File: config.mk
export PLATFORM = sky130hd
export DESIGN_NAME = reg_wport_arbiter_flat
export DESIGN_NICKNAME = d
export VERILOG_FILES = /design/src/rtl/reg_wport_arbiter_if.sv /design/src/rtl/reg_wport_arbiter.sv /design/src/flat_wrapper.sv
export SDC_FILE = /design/constraint.sdc
export NUM_CORES = 1
export LEC_CHECK = 0
export BUFFER_PORTS_ARGS = -buffer_cell sky130_fd_sc_hd__buf_2
export CORE_UTILIZATION = 30
export DETAILED_ROUTE_END_ITERATION = 10
export GPL_TIMING_DRIVEN = 1
export PLACE_DENSITY = 0.78
export SLEW_MARGIN = 20
export SYNTH_ARGS = -nofsm -noshare
export SYNTH_HDL_FRONTEND = slang
export SYNTH_SLANG_ARGS = --single-unit
File: constraint.sdc
create_clock -name clk -period 3.18 [get_ports clk]
set_clock_uncertainty 0.15 [all_clocks]
set_input_delay 0.477 -clock clk [delete_from_list [all_inputs] [get_ports clk]]
set_output_delay 0.477 -clock clk [all_outputs]
set_load 0.05 [all_outputs]
File: src/rtl/reg_wport_arbiter_if.sv
// Bus bundle between the register-file write-port arbiter and the WB stage,
// the multi-cycle unit, the decode-stage hazard check and the register file.
interface reg_wport_arbiter_if;
  logic        wb_we;
  logic [4:0]  wb_wn;
  logic [31:0] wb_wd;
  logic        md_req;
  logic [4:0]  md_wn;
  logic [31:0] md_wd;
  logic        md_ack;
  logic        md_issue;
  logic [4:0]  md_issue_wn;
  logic [4:0]  RN1;
  logic [4:0]  RN2;
  logic        hz1;
  logic        hz2;
  logic        RegWrite;
  logic [4:0]  WN;
  logic [31:0] WD;
  logic        init_busy;
  logic        wb_stall;

  modport master (
    output wb_we, wb_wn, wb_wd, md_req, md_wn, md_wd,
           md_issue, md_issue_wn, RN1, RN2,
    input  md_ack, hz1, hz2, RegWrite, WN, WD, init_busy, wb_stall
  );

  modport slave (
    input  wb_we, wb_wn, wb_wd, md_req, md_wn, md_wd,
           md_issue, md_issue_wn, RN1, RN2,
    output md_ack, hz1, hz2, RegWrite, WN, WD, init_busy, wb_stall
  );
endinterface

File: src/rtl/reg_wport_arbiter.sv
// Register-file write-port arbiter: zero-fill after reset, then WB/md arbitration
// with starvation protection. Define REGARB_SCOREBOARD_EN for the md hazard scoreboard.
module reg_wport_arbiter #(
  parameter int MAX_WAIT = 4
) (
  input logic               clk,
  input logic               rst,
  reg_wport_arbiter_if.slave bus
);

  typedef enum logic {
    INIT = 1'b0,
    RUN  = 1'b1
  } state_t;

  state_t      state_r;
  state_t      state_next_s;
  logic [4:0]  fill_cnt_r;
  logic [2:0]  starve_cnt_r;
  logic        starve_r;

  logic        wb_valid_s;
  logic        grant_wb_s;
  logic        grant_md_s;
  logic        md_lose_s;
  logic        starve_hit_s;

  // State register
  always_ff @(posedge clk or posedge rst) begin
    if (rst) begin
      state_r <= INIT;
    end else begin
      state_r <= state_next_s;
    end
  end

  // Next-state logic: fill runs WN=1..31, then arbitration forever
  always_comb begin
    state_next_s = state_r;
    case (state_r)
      INIT: begin
        if (fill_cnt_r == 5'd31) begin
          state_next_s = RUN;
        end else begin
          state_next_s = INIT;
        end
      end
      RUN:     state_next_s = RUN;
      default: state_next_s = INIT;
    endcase
  end

  // Grant decision; a starved md request pre-empts WB for one cycle
  always_comb begin
    wb_valid_s   = bus.wb_we && (bus.wb_wn != 5'd0);
    grant_md_s   = 1'b0;
    grant_wb_s   = 1'b0;
    if (state_r == RUN) begin
      grant_md_s = bus.md_req && (starve_r || !wb_valid_s);
      grant_wb_s = wb_valid_s && !starve_r;
    end else begin
      grant_md_s = 1'b0;
      grant_wb_s = 1'b0;
    end
    md_lose_s    = bus.md_req && grant_wb_s;
    starve_hit_s = (starve_cnt_r == 3'(MAX_WAIT - 1));
  end

  // Output logic
  always_comb begin
    bus.RegWrite  = 1'b0;
    bus.WN        = 5'd0;
    bus.WD        = 32'd0;
    bus.md_ack    = 1'b0;
    bus.init_busy = 1'b0;
    bus.wb_stall  = 1'b0;
    case (state_r)
      RUN: begin
        bus.wb_stall = starve_r;
        if (grant_md_s) begin
          // md to register 0 is acknowledged without touching the file
          bus.md_ack   = 1'b1;
          bus.RegWrite = (bus.md_wn != 5'd0);
          bus.WN       = bus.md_wn;
          bus.WD       = (bus.md_wn != 5'd0) ? bus.md_wd : 32'd0;
        end else if (grant_wb_s) begin
          bus.RegWrite = 1'b1;
          bus.WN       = bus.wb_wn;
          bus.WD       = bus.wb_wd;
        end else begin
          bus.RegWrite = 1'b0;
        end
      end
      default: begin
        bus.RegWrite  = 1'b1;
        bus.WN        = fill_cnt_r;
        bus.WD        = 32'd0;
        bus.init_busy = 1'b1;
        bus.wb_stall  = 1'b1;
      end
    endcase
  end

  // Zero-fill register index
  always_ff @(posedge clk or posedge rst) begin
    if (rst) begin
      fill_cnt_r <= 5'd1;
    end else if ((state_r == INIT) && (fill_cnt_r != 5'd31)) begin
      fill_cnt_r <= fill_cnt_r + 5'd1;
    end else begin
      fill_cnt_r <= 5'd1;
    end
  end

  // Starvation counter and forced-grant flag
  always_ff @(posedge clk or posedge rst) begin
    if (rst) begin
      starve_cnt_r <= 3'd0;
      starve_r     <= 1'b0;
    end else if (grant_md_s || !bus.md_req || (state_r != RUN)) begin
      starve_cnt_r <= 3'd0;
      starve_r     <= 1'b0;
    end else if (md_lose_s) begin
      starve_cnt_r <= starve_cnt_r + 3'd1;
      starve_r     <= starve_hit_s;
    end else begin
      starve_cnt_r <= starve_cnt_r;
      starve_r     <= starve_r;
    end
  end

`ifdef REGARB_SCOREBOARD_EN
  logic [31:1] busy_r;
  logic [31:0] busy_set_s;
  logic [31:0] busy_clr_s;
  logic [31:0] busy_full_s;

  // Busy set/clear masks; register 0 never becomes busy
  always_comb begin
    busy_set_s = 32'd0;
    busy_clr_s = 32'd0;
    if (bus.md_issue && (bus.md_issue_wn != 5'd0)) begin
      busy_set_s[bus.md_issue_wn] = 1'b1;
    end else begin
      busy_set_s = 32'd0;
    end
    if (grant_md_s) begin
      busy_clr_s[bus.md_wn] = 1'b1;
    end else begin
      busy_clr_s = 32'd0;
    end
    busy_full_s = {busy_r, 1'b0};
    bus.hz1     = busy_full_s[bus.RN1];
    bus.hz2     = busy_full_s[bus.RN2];
  end

  // Busy bits: set wins over a same-cycle clear
  always_ff @(posedge clk or posedge rst) begin
    if (rst) begin
      busy_r <= 31'd0;
    end else begin
      busy_r <= (busy_r & ~busy_clr_s[31:1]) | busy_set_s[31:1];
    end
  end
`else
  logic unused_sb_s;

  assign unused_sb_s = ^{bus.md_issue, bus.md_issue_wn, bus.RN1, bus.RN2};

  // Scoreboard absent: no hazards ever reported
  always_comb begin
    bus.hz1 = 1'b0;
    bus.hz2 = 1'b0;
  end
`endif

endmodule

File: src/flat_wrapper.sv
// flat-port wrapper written by rule: the top's interface ports become plain ports
module reg_wport_arbiter_flat 
#(
  parameter int MAX_WAIT = 4
)
  (clk, rst, bus_wb_we, bus_wb_wn, bus_wb_wd, bus_md_req, bus_md_wn, bus_md_wd, bus_md_issue, bus_md_issue_wn, bus_RN1, bus_RN2, bus_md_ack, bus_hz1, bus_hz2, bus_RegWrite, bus_WN, bus_WD, bus_init_busy, bus_wb_stall);
  reg_wport_arbiter_if bus_i ();
  input logic clk;
  input logic rst;
  input wire logic [$bits(bus_i.wb_we)-1:0] bus_wb_we;
  input wire logic [$bits(bus_i.wb_wn)-1:0] bus_wb_wn;
  input wire logic [$bits(bus_i.wb_wd)-1:0] bus_wb_wd;
  input wire logic [$bits(bus_i.md_req)-1:0] bus_md_req;
  input wire logic [$bits(bus_i.md_wn)-1:0] bus_md_wn;
  input wire logic [$bits(bus_i.md_wd)-1:0] bus_md_wd;
  input wire logic [$bits(bus_i.md_issue)-1:0] bus_md_issue;
  input wire logic [$bits(bus_i.md_issue_wn)-1:0] bus_md_issue_wn;
  input wire logic [$bits(bus_i.RN1)-1:0] bus_RN1;
  input wire logic [$bits(bus_i.RN2)-1:0] bus_RN2;
  output wire logic [$bits(bus_i.md_ack)-1:0] bus_md_ack;
  output wire logic [$bits(bus_i.hz1)-1:0] bus_hz1;
  output wire logic [$bits(bus_i.hz2)-1:0] bus_hz2;
  output wire logic [$bits(bus_i.RegWrite)-1:0] bus_RegWrite;
  output wire logic [$bits(bus_i.WN)-1:0] bus_WN;
  output wire logic [$bits(bus_i.WD)-1:0] bus_WD;
  output wire logic [$bits(bus_i.init_busy)-1:0] bus_init_busy;
  output wire logic [$bits(bus_i.wb_stall)-1:0] bus_wb_stall;
  assign bus_i.wb_we = bus_wb_we;
  assign bus_i.wb_wn = bus_wb_wn;
  assign bus_i.wb_wd = bus_wb_wd;
  assign bus_i.md_req = bus_md_req;
  assign bus_i.md_wn = bus_md_wn;
  assign bus_i.md_wd = bus_md_wd;
  assign bus_i.md_issue = bus_md_issue;
  assign bus_i.md_issue_wn = bus_md_issue_wn;
  assign bus_i.RN1 = bus_RN1;
  assign bus_i.RN2 = bus_RN2;
  assign bus_md_ack = bus_i.md_ack;
  assign bus_hz1 = bus_i.hz1;
  assign bus_hz2 = bus_i.hz2;
  assign bus_RegWrite = bus_i.RegWrite;
  assign bus_WN = bus_i.WN;
  assign bus_WD = bus_i.WD;
  assign bus_init_busy = bus_i.init_busy;
  assign bus_wb_stall = bus_i.wb_stall;
  reg_wport_arbiter #(.MAX_WAIT(MAX_WAIT)) u_core (.clk(clk), .rst(rst), .bus(bus_i));
endmodule
Word-level counts from Yosys, hierarchy flattened --
Cells that the tools add are included.
Word-level totals: bits in registers 10, word-level logic and storage cells 47
Cells by class: $add $sub $neg 2, eq/ne operators 3, muxes and demuxes 23, bitwise logic cells 1, reductions and logical operators 14
Operators by type and width (count):
- $mux 32 | 4
- $mux 5 | 4
- $mux 1 | 12
- $reduce_bool 5->1 | 2
- $mux 3 | 2
- $add 5x1->5 const B | 1
- $eq 5x5->1 const B | 1
- $logic_and 1x1->1 | 5
- $ne 5x5->1 const B | 1
- $add 3x1->3 const B | 1
- $eq 3x2->1 const B | 1
- $logic_not 1->1 | 3
- $logic_or 1x1->1 | 3
- $pmux 1 s2 | 1
- $reduce_bool 2->1 | 1
- $not 1->1 | 1

Longest topological paths before layout --
Gate-level depths: netlist of the first run.
word-level depth 9, depth in mapped cells 6, gate-level depth less buffers 6

Worst setup path before layout of the first run --
Ideal clock, no wire load.
path kind input port to output port, from input port bus_wb_wn[0], to output port bus_WN[4], data arrival time 1.950 ns, required time 2.553 ns, setup slack 0.603 ns, stages on the path 5, buffers on the path 2, cell sequence nor4_2 buf_4 buf_8 o211ai_1 a21oi_1
On the way: longest elaborated chain between the ends 8
RTL lines:
- start, declared | RTL line flat_wrapper.sv:11 | input wire logic [$bits(bus_i.wb_wn)-1:0] bus_wb_wn;
- $reduce_bool 5->1 (*) | RTL line reg_wport_arbiter.sv:55 | wb_valid_s = bus.wb_we && (bus.wb_wn != 5'd0);
- $logic_and 1x1->1 (*) | RTL line reg_wport_arbiter.sv:55
- $logic_not 1->1 | RTL line reg_wport_arbiter.sv:59 | grant_md_s = bus.md_req && (starve_r || !wb_valid_s);
- $logic_or 1x1->1 | RTL line reg_wport_arbiter.sv:59
- $logic_and 1x1->1 | RTL line reg_wport_arbiter.sv:59
- $mux 1 | RTL line reg_wport_arbiter.sv:58 | if (state_r == RUN) begin
- $mux 5 (*) | RTL line reg_wport_arbiter.sv:80 | if (grant_md_s) begin
- $mux 5 (*) | RTL line reg_wport_arbiter.sv:77 | case (state_r)
- end, declared | RTL line flat_wrapper.sv:24 | output wire logic [$bits(bus_i.WN)-1:0] bus_WN;
Every way passes the cells marked *; elsewhere a longest branch is shown, timed or not.

Worst setup path in the final report of the first run --
from input port bus_md_req, to output port bus_WD[7]
On the way: longest elaborated chain between the ends 4
RTL lines:
- start, declared | RTL line flat_wrapper.sv:13 | input wire logic [$bits(bus_i.md_req)-1:0] bus_md_req;
- $logic_and 1x1->1 | RTL line reg_wport_arbiter.sv:59
- $mux 1 | RTL line reg_wport_arbiter.sv:58
- $mux 32 | RTL line reg_wport_arbiter.sv:80
- $mux 32 | RTL line reg_wport_arbiter.sv:77
- end, declared | RTL line flat_wrapper.sv:25 | output wire logic [$bits(bus_i.WD)-1:0] bus_WD;
No other way between the ends.

==> impl_metrics.json, run 1 <==
{
  "status": "finished clean",
  "synth_top_area_cell": "a31o_1",
  "vias_per_cell": 5.23,
  "drc_errors": 0,
  "tritoncts": "done",
  "irDropWorstVdd_v": 0.000295,
  "synthFlopType": "dfrtp_1",
  "drtAntennaViolNets": 0,
  "core_sq_um": 4690,
  "rr_startpoint": "u_core.fill_cnt_r[1]$_DFF_PP0_",
  "die_area_sq_um": 5160,
  "power_density_nw_per_um2": 304,
  "port_buffers": 118,
  "grt_pass1_wl_mm": 7.29,
  "antenna_found_initial": 0,
  "die_h_um": 71.8,
  "finalHoldViolCount": 0,
  "num-nets-final": 400,
  "setup_violations": 0,
  "clkTransAtPathRegs_ns": 0.05,
  "cts_buffers": 3,
  "worst_pin_slew_ns": 0.834,
  "synth.top_cell.area_share_pct": 19.2,
  "synth_edf_count": 0,
  "fin_crit_sh_pct": 90.3,
  "yosysMostFrequentCell": "nand2_1",
  "end_kind": "primary output",
  "cts_setup_buffers": 0,
  "use_met1_pct": 21.6,
  "ys_ff_latch": 10,
  "clk_path_buf_depth": 2,
  "post-place-ws_ns": 0.274,
  "setup_ws_ns": 0.307,
  "row_count": 25,
  "register_area_sq_um": 251,
  "place_hpwl_mm": 3.73,
  "synth.top_cells.by_area": "a31o_1, a211oi_1, dfrtp_1",
  "grt_max_degree": 46,
  "rrSetupSlack_ns": 1.61,
  "drv_cap": 0,
  "area_growth_pct": 43.8,
  "synthArstFlopShare_pct": 100,
  "yosys_warnings": 0,
  "num_io_pins": 137,
  "maxSlewHeadroom_pct": 44.4,
  "max_freq_mhz": 348,
  "use_met3_pct": 2.53,
  "place.gp.congestion": 0.752,
  "maxSlewViolCount": 0,
  "fillerInstances": 496,
  "multi_input_area_sq_um": 1040,
  "leakage_uw": 0.00111,
  "cp.required_ns": 2.55,
  "worstHoldPathType": "in2async",
  "grt_setup_unrepaired": "false",
  "detail_route.first_pass.iterations": 4,
  "min_period_ns": 2.87,
  "clock_sinks": 10,
  "synth_seq_area_share_pct": 17.2,
  "synthCells": 194,
  "die_w_um": 71.8,
  "cts_root_buf": "clkbuf_8",
  "worstPathArrival_ns": 2.25,
  "fin_cells": 355,
  "syn-cell-area_sq_um": 1460,
  "dp_cells": 351,
  "start_util_pct": 31.2,
  "synth_common_cells": "nand2_1, a211oi_1, a31o_1, dfrtp_1",
  "reg2reg_depth": 6,
  "drt_iter0_markers": 55,
  "grt_pass1_vias": 1612,
  "use_met2_pct": 31.9,
  "drive_gt1_share_pct": 47.2,
  "cts_hold_buf": 0,
  "drt_wl_total_mm": 4.87,
  "r2r_end": "u_core.fill_cnt_r[3]$_DFF_PP0_",
  "grt_use_total_pct": 17.6,
  "worstSetupPathType": "in2out",
  "syn_avg_cell_area_sq_um": 7.54,
  "start_kind": "input pin",
  "critPathMaxFanout": 17,
  "vias": 1858,
  "wl_per_cell_um": 13.7,
  "antenna_cells": 0,
  "fin_tns_setup_ns": 0,
  "overflow": 0,
  "ys_types": 32,
  "htreeDepth": 1,
  "grt.busiest_layer": "met2",
  "clock_latency_ns": 0.23,
  "cts-resized-gates": 0
}
## cells in the final DEF (no fill, tap or decap), drive strengths merged
master	Yosys	final
dfstp	1	1
a41oi	4	4
nor2	8	8
ha	4	4
nand3	9	9
clkbuf	8	4
dfrtp	9	9
a211oi	32	32
buf	17	127
xnor2	1	1
xor2	1	1
nor4	2	2
inv	8	8
a21boi	1	1
nor3	4	4
a31o	32	32
a21oi	3	3
nor2b	3	3
conb	1	2
nand3b	1	1
a21o	1	1
o211ai	1	1
nand2	38	38
and3	1	1
and2	2	2
nand2b	2	2
## per-stage QoR
step / hold slack (ns) / power [uW] / util, % / instance area, sq um
floorplan: 0.166 / 384 / - / 1470
global placement: 0.284 / 479 / 43.7 / 2050
detailed placement: 0.295 / 483 / 43.7 / 2050
CTS: 0.0756 / 645 / 44.8 / 2100
global route: 0.0967 / 670 / 44.8 / 2100
finish: 0.0667 / 640 / 44.8 / 2100
## layer usage
metal / vias to the layer above / part of all wire (%)
met4: 0 / 1.4
met2: 84 / 49
met5: - / 0
li1: 932 / -
met3: 8 / 5.9
met1: 834 / 44
## logic make-up after synthesis
group                      after synthesis  share of synthesized area [%]
AOI/OAI and AO/OA                       74                           42.9
and+or+nand+nor                         70                           22.6
buffers and inverters                   33                           12.5
DFF                                     10                           17.2
adders and majority gates                4                           3.42
xor gates and xnor gates                 2                           1.20
other                                    1                          0.256
## how the worst max path moves through the flow
stage | slack [ns] | from | endpoint
6_report | 0.31 | bus_md_req | bus_WD[7]
5_1_grt | 0.19 | bus_md_req | bus_WD[2]
4_1_cts | 0.28 | bus_md_req | bus_WD[7]
3_5_place_dp | 0.27 | bus_md_req | bus_WD[7]
3_3_place_gp | 0.37 | bus_md_req | bus_WD[13]
2_1_floorplan | 0.60 | bus_wb_wn[0] | bus_WN[4]
## worst max-delay path, stage by stage
cell and delay, ns:
buf_2 0.15, nand2_1 0.16, a21oi_2 0.65, buf_4 0.35, a31o_1 0.18, buf_2 0.26
## where the power goes
part | leakage (uW) | switching (uW) | internal (uW) | total, uW
sequential | 0.000130 | 0.586 | 129 | 129
clock | 0.0000288 | 50.1 | 109 | 159
combinational | 0.000947 | 242 | 109 | 352
## sequential cells by signal, summed over array words and instances (netlist names)
name and count:
u_core.fill_cnt_r 5, u_core.state_r 1, u_core.starve_cnt_r 3, u_core.starve_r 1
## final cells by class
class | count | share of cell area (%)
Tap cell | 54 | 3.21
Timing Repair Buffer | 127 | 31.3
Sequential cell | 10 | 12.0
Multi-Input combinational cell | 152 | 49.5
Clock buffer | 4 | 2.62
Inverter | 8 | 1.43
(Power assumes the default switching activity.)
==> inputs of run 2 (changes only) <==
==> constraint.sdc (replaced) <==
create_clock -name clk -period 3.18 [get_ports clk]
set_clock_uncertainty 0.15 [all_clocks]
set_input_delay 0.636 -clock clk [delete_from_list [all_inputs] [get_ports clk]]
set_output_delay 0.636 -clock clk [all_outputs]
set_load 0.05 [all_outputs]
==> run 2 against run 1 <==
Effect of this change: critical path depth did not move; total power barely moved; first-iteration DRC count fell by 1.8%; critical path type unchanged; critical endpoint is now bus_WD[23]; highest routed layer unchanged; fmax rose by 2.7%; flip-flop and latch count did not move; global-route usage rose by 0.11 points; wire length fell by 0.23%; via count rose by 0.32%; sequential power barely moved; non-clock buffer count rose by 2; largest cell class unchanged.
==> impl_metrics.json, run 2 (synthesis results as in run 1) <==
{
  "status": "finished clean",
  "die_h_um": 71.8,
  "path_buf_inv": 3,
  "drt-met1-wl_mm": 2.09,
  "path_cells": "buf_2 > nor4_4 > a21o_1 > buf_4 > a31o_1 > buf_2",
  "worstHoldPathType": "in2async",
  "finalHoldViolCount": 0,
  "drt_iter0_markers": 54,
  "vias": 1864,
  "num_io_pins": 137,
  "antenna_cells": 0,
  "die_area_sq_um": 5160,
  "drt_wl_total_mm": 4.86,
  "wl_per_cell_um": 13.6,
  "cts-resized-gates": 0,
  "area_growth_pct": 44.8,
  "place.gp.congestion": 0.769,
  "cts_root_buf": "clkbuf_8",
  "tritoncts": "done",
  "htreeDepth": 1,
  "cts_buffers": 3,
  "multi_input_area_sq_um": 1040,
  "grt_use_total_pct": 17.7,
  "worstPathArrival_ns": 2.01,
  "grt_setup_unrepaired": "false",
  "clkTransAtPathRegs_ns": 0.05,
  "critPathMaxFanout": 27,
  "largest_reg_flops": 5,
  "overflow": 0,
  "met3_length_um": 326,
  "finalPower_uw": 640,
  "clock_latency_ns": 0.23,
  "drv_cap": 0,
  "final_common_cell": "buf_2",
  "fin_tns_setup_ns": 0,
  "topRoutingLayerUsed": "met4",
  "sw_frac_of_total_pct": 45.6,
  "detail_route.first_pass.iterations": 4,
  "p_switching_uw": 292,
  "critPathSlowestCell": "nor4_4",
  "drive_gt1_share_pct": 47.5,
  "leakage_uw": 0.00111,
  "grt_pass1_vias": 1649,
  "worstSetupPathType": "in2out",
  "cts_setup_buffers": 0,
  "vias_per_cell": 5.22,
  "combPwrFrac_pct": 55.1,
  "num-nets-final": 402,
  "reg.largest.list": "u_core.fill_cnt_r: 5 flops, u_core.starve_cnt_r: 3 flops",
  "start_kind": "input pin",
  "drtAntennaViolNets": 0,
  "start_util_pct": 31.2,
  "end_kind": "primary output",
  "cpMostUsedCell": "buf_2",
  "register_area_sq_um": 251,
  "port_buffers": 118,
  "cp.required_ns": 2.39,
  "layout_common_cells": "buf_2, nand2_1, a211oi_1, a31o_1, buf_4",
  "grt_pass1_wl_mm": 7.45,
  "max_stage_delay_ns": 0.31,
  "power_density_nw_per_um2": 302,
  "wl_met2_mm": 2.41,
  "clock_sinks": 10,
  "pwr-share-seq_pct": 20.2,
  "intPower_uw": 348,
  "max_freq_mhz": 357,
  "min_period_ns": 2.80,
  "place_hpwl_mm": 3.72,
  "die_w_um": 71.8,
  "fin_crit_sh_pct": 88.0,
  "setup_violations": 0,
  "cts_hold_buf": 0,
  "power.share.clock_pct": 24.6,
  "top_register": "u_core.fill_cnt_r",
  "clk_path_buf_depth": 2,
  "fillerInstances": 475,
  "core_sq_um": 4690,
  "grt_max_degree": 30,
  "antenna_found_initial": 0,
  "drc_errors": 0,
  "maxSlewViolCount": 0,
  "row_count": 25,
  "path_delay_family": "buffers and inverters",
  "irDropWorstVdd_v": 0.000299
}
[run 2: changes by cell type in the layout (fill, tap and decap cells not counted)]
cell,change
buf_4,+2
[run 2: final cells by class]
type / instances / area share, %
Inverter: 8 / 1.42
Tap cell: 54 / 3.19
Sequential cell: 10 / 11.9
Clock buffer: 4 / 2.60
Multi-Input combinational cell: 152 / 49.1
Timing Repair Buffer: 129 / 31.8
[run 2: power by group through the flow]
stage	registers [uW]	clock network [uW]	logic [uW]
3_5_place_dp	131	0	353
2_1_floorplan	131	0	253
5_1_grt	129	166	375
4_1_cts	129	160	354
6_report	129	158	353
3_3_place_gp	131	0	349
[run 2: final timing paths]
path / from / endpoint / slack [ns] / depth (start not counted)
max: bus_wb_wn[0] / bus_WD[23] / 0.38 / 6
min: rst / u_core.fill_cnt_r[4]$_DFF_PP0_ / 0.21 / 2
max reg2reg: u_core.fill_cnt_r[1]$_DFF_PP0_ / u_core.fill_cnt_r[3]$_DFF_PP0_ / 1.55 / 6
min reg2reg: u_core.starve_cnt_r[0]$_DFFE_PP0P_ / u_core.starve_cnt_r[0]$_DFFE_PP0P_ / 0.29 / 1
max in group asynchronous: rst / u_core.fill_cnt_r[0]$_DFF_PP1_ / 2.36 / 2
min in group clk: u_core.starve_cnt_r[0]$_DFFE_PP0P_ / u_core.starve_cnt_r[0]$_DFFE_PP0P_ / 0.29 / 1
[run 2: metal layers]
| metal | vias to the layer above | global-route usage [%] |
|---|---|---|
| li1 | 939 | - |
| met1 | 820 | 21.9 |
| met2 | 98 | 33.0 |
| met3 | 7 | 1.97 |
| met4 | 0 | 3.27 |
| met5 | - | 0 |
[run 2: worst register-to-register path, cell delays in order (launching register included)]
cell and delay (ns):
dfrtp_1 0.39, ha_1 0.21, and3_1 0.19, ha_1 0.17
nor2_1 0.20, inv_1 0.12, nor2_1 0.12
[run 2: through the flow]
stage          utilization [%]  hold slack [ns]  setup WS, ns  instance area (sq um)  std cells
2_1_floorplan                -            0.268         0.285                   1470        195
3_3_place_gp              44.0            0.282         0.409                   2060        353
3_5_place_dp              44.0            0.287         0.381                   2060        353
4_1_cts                   45.1            0.223         0.385                   2120        357
5_1_grt                   45.1            0.243         0.292                   2120        357
6_report                  45.1            0.215         0.382                   2120        357
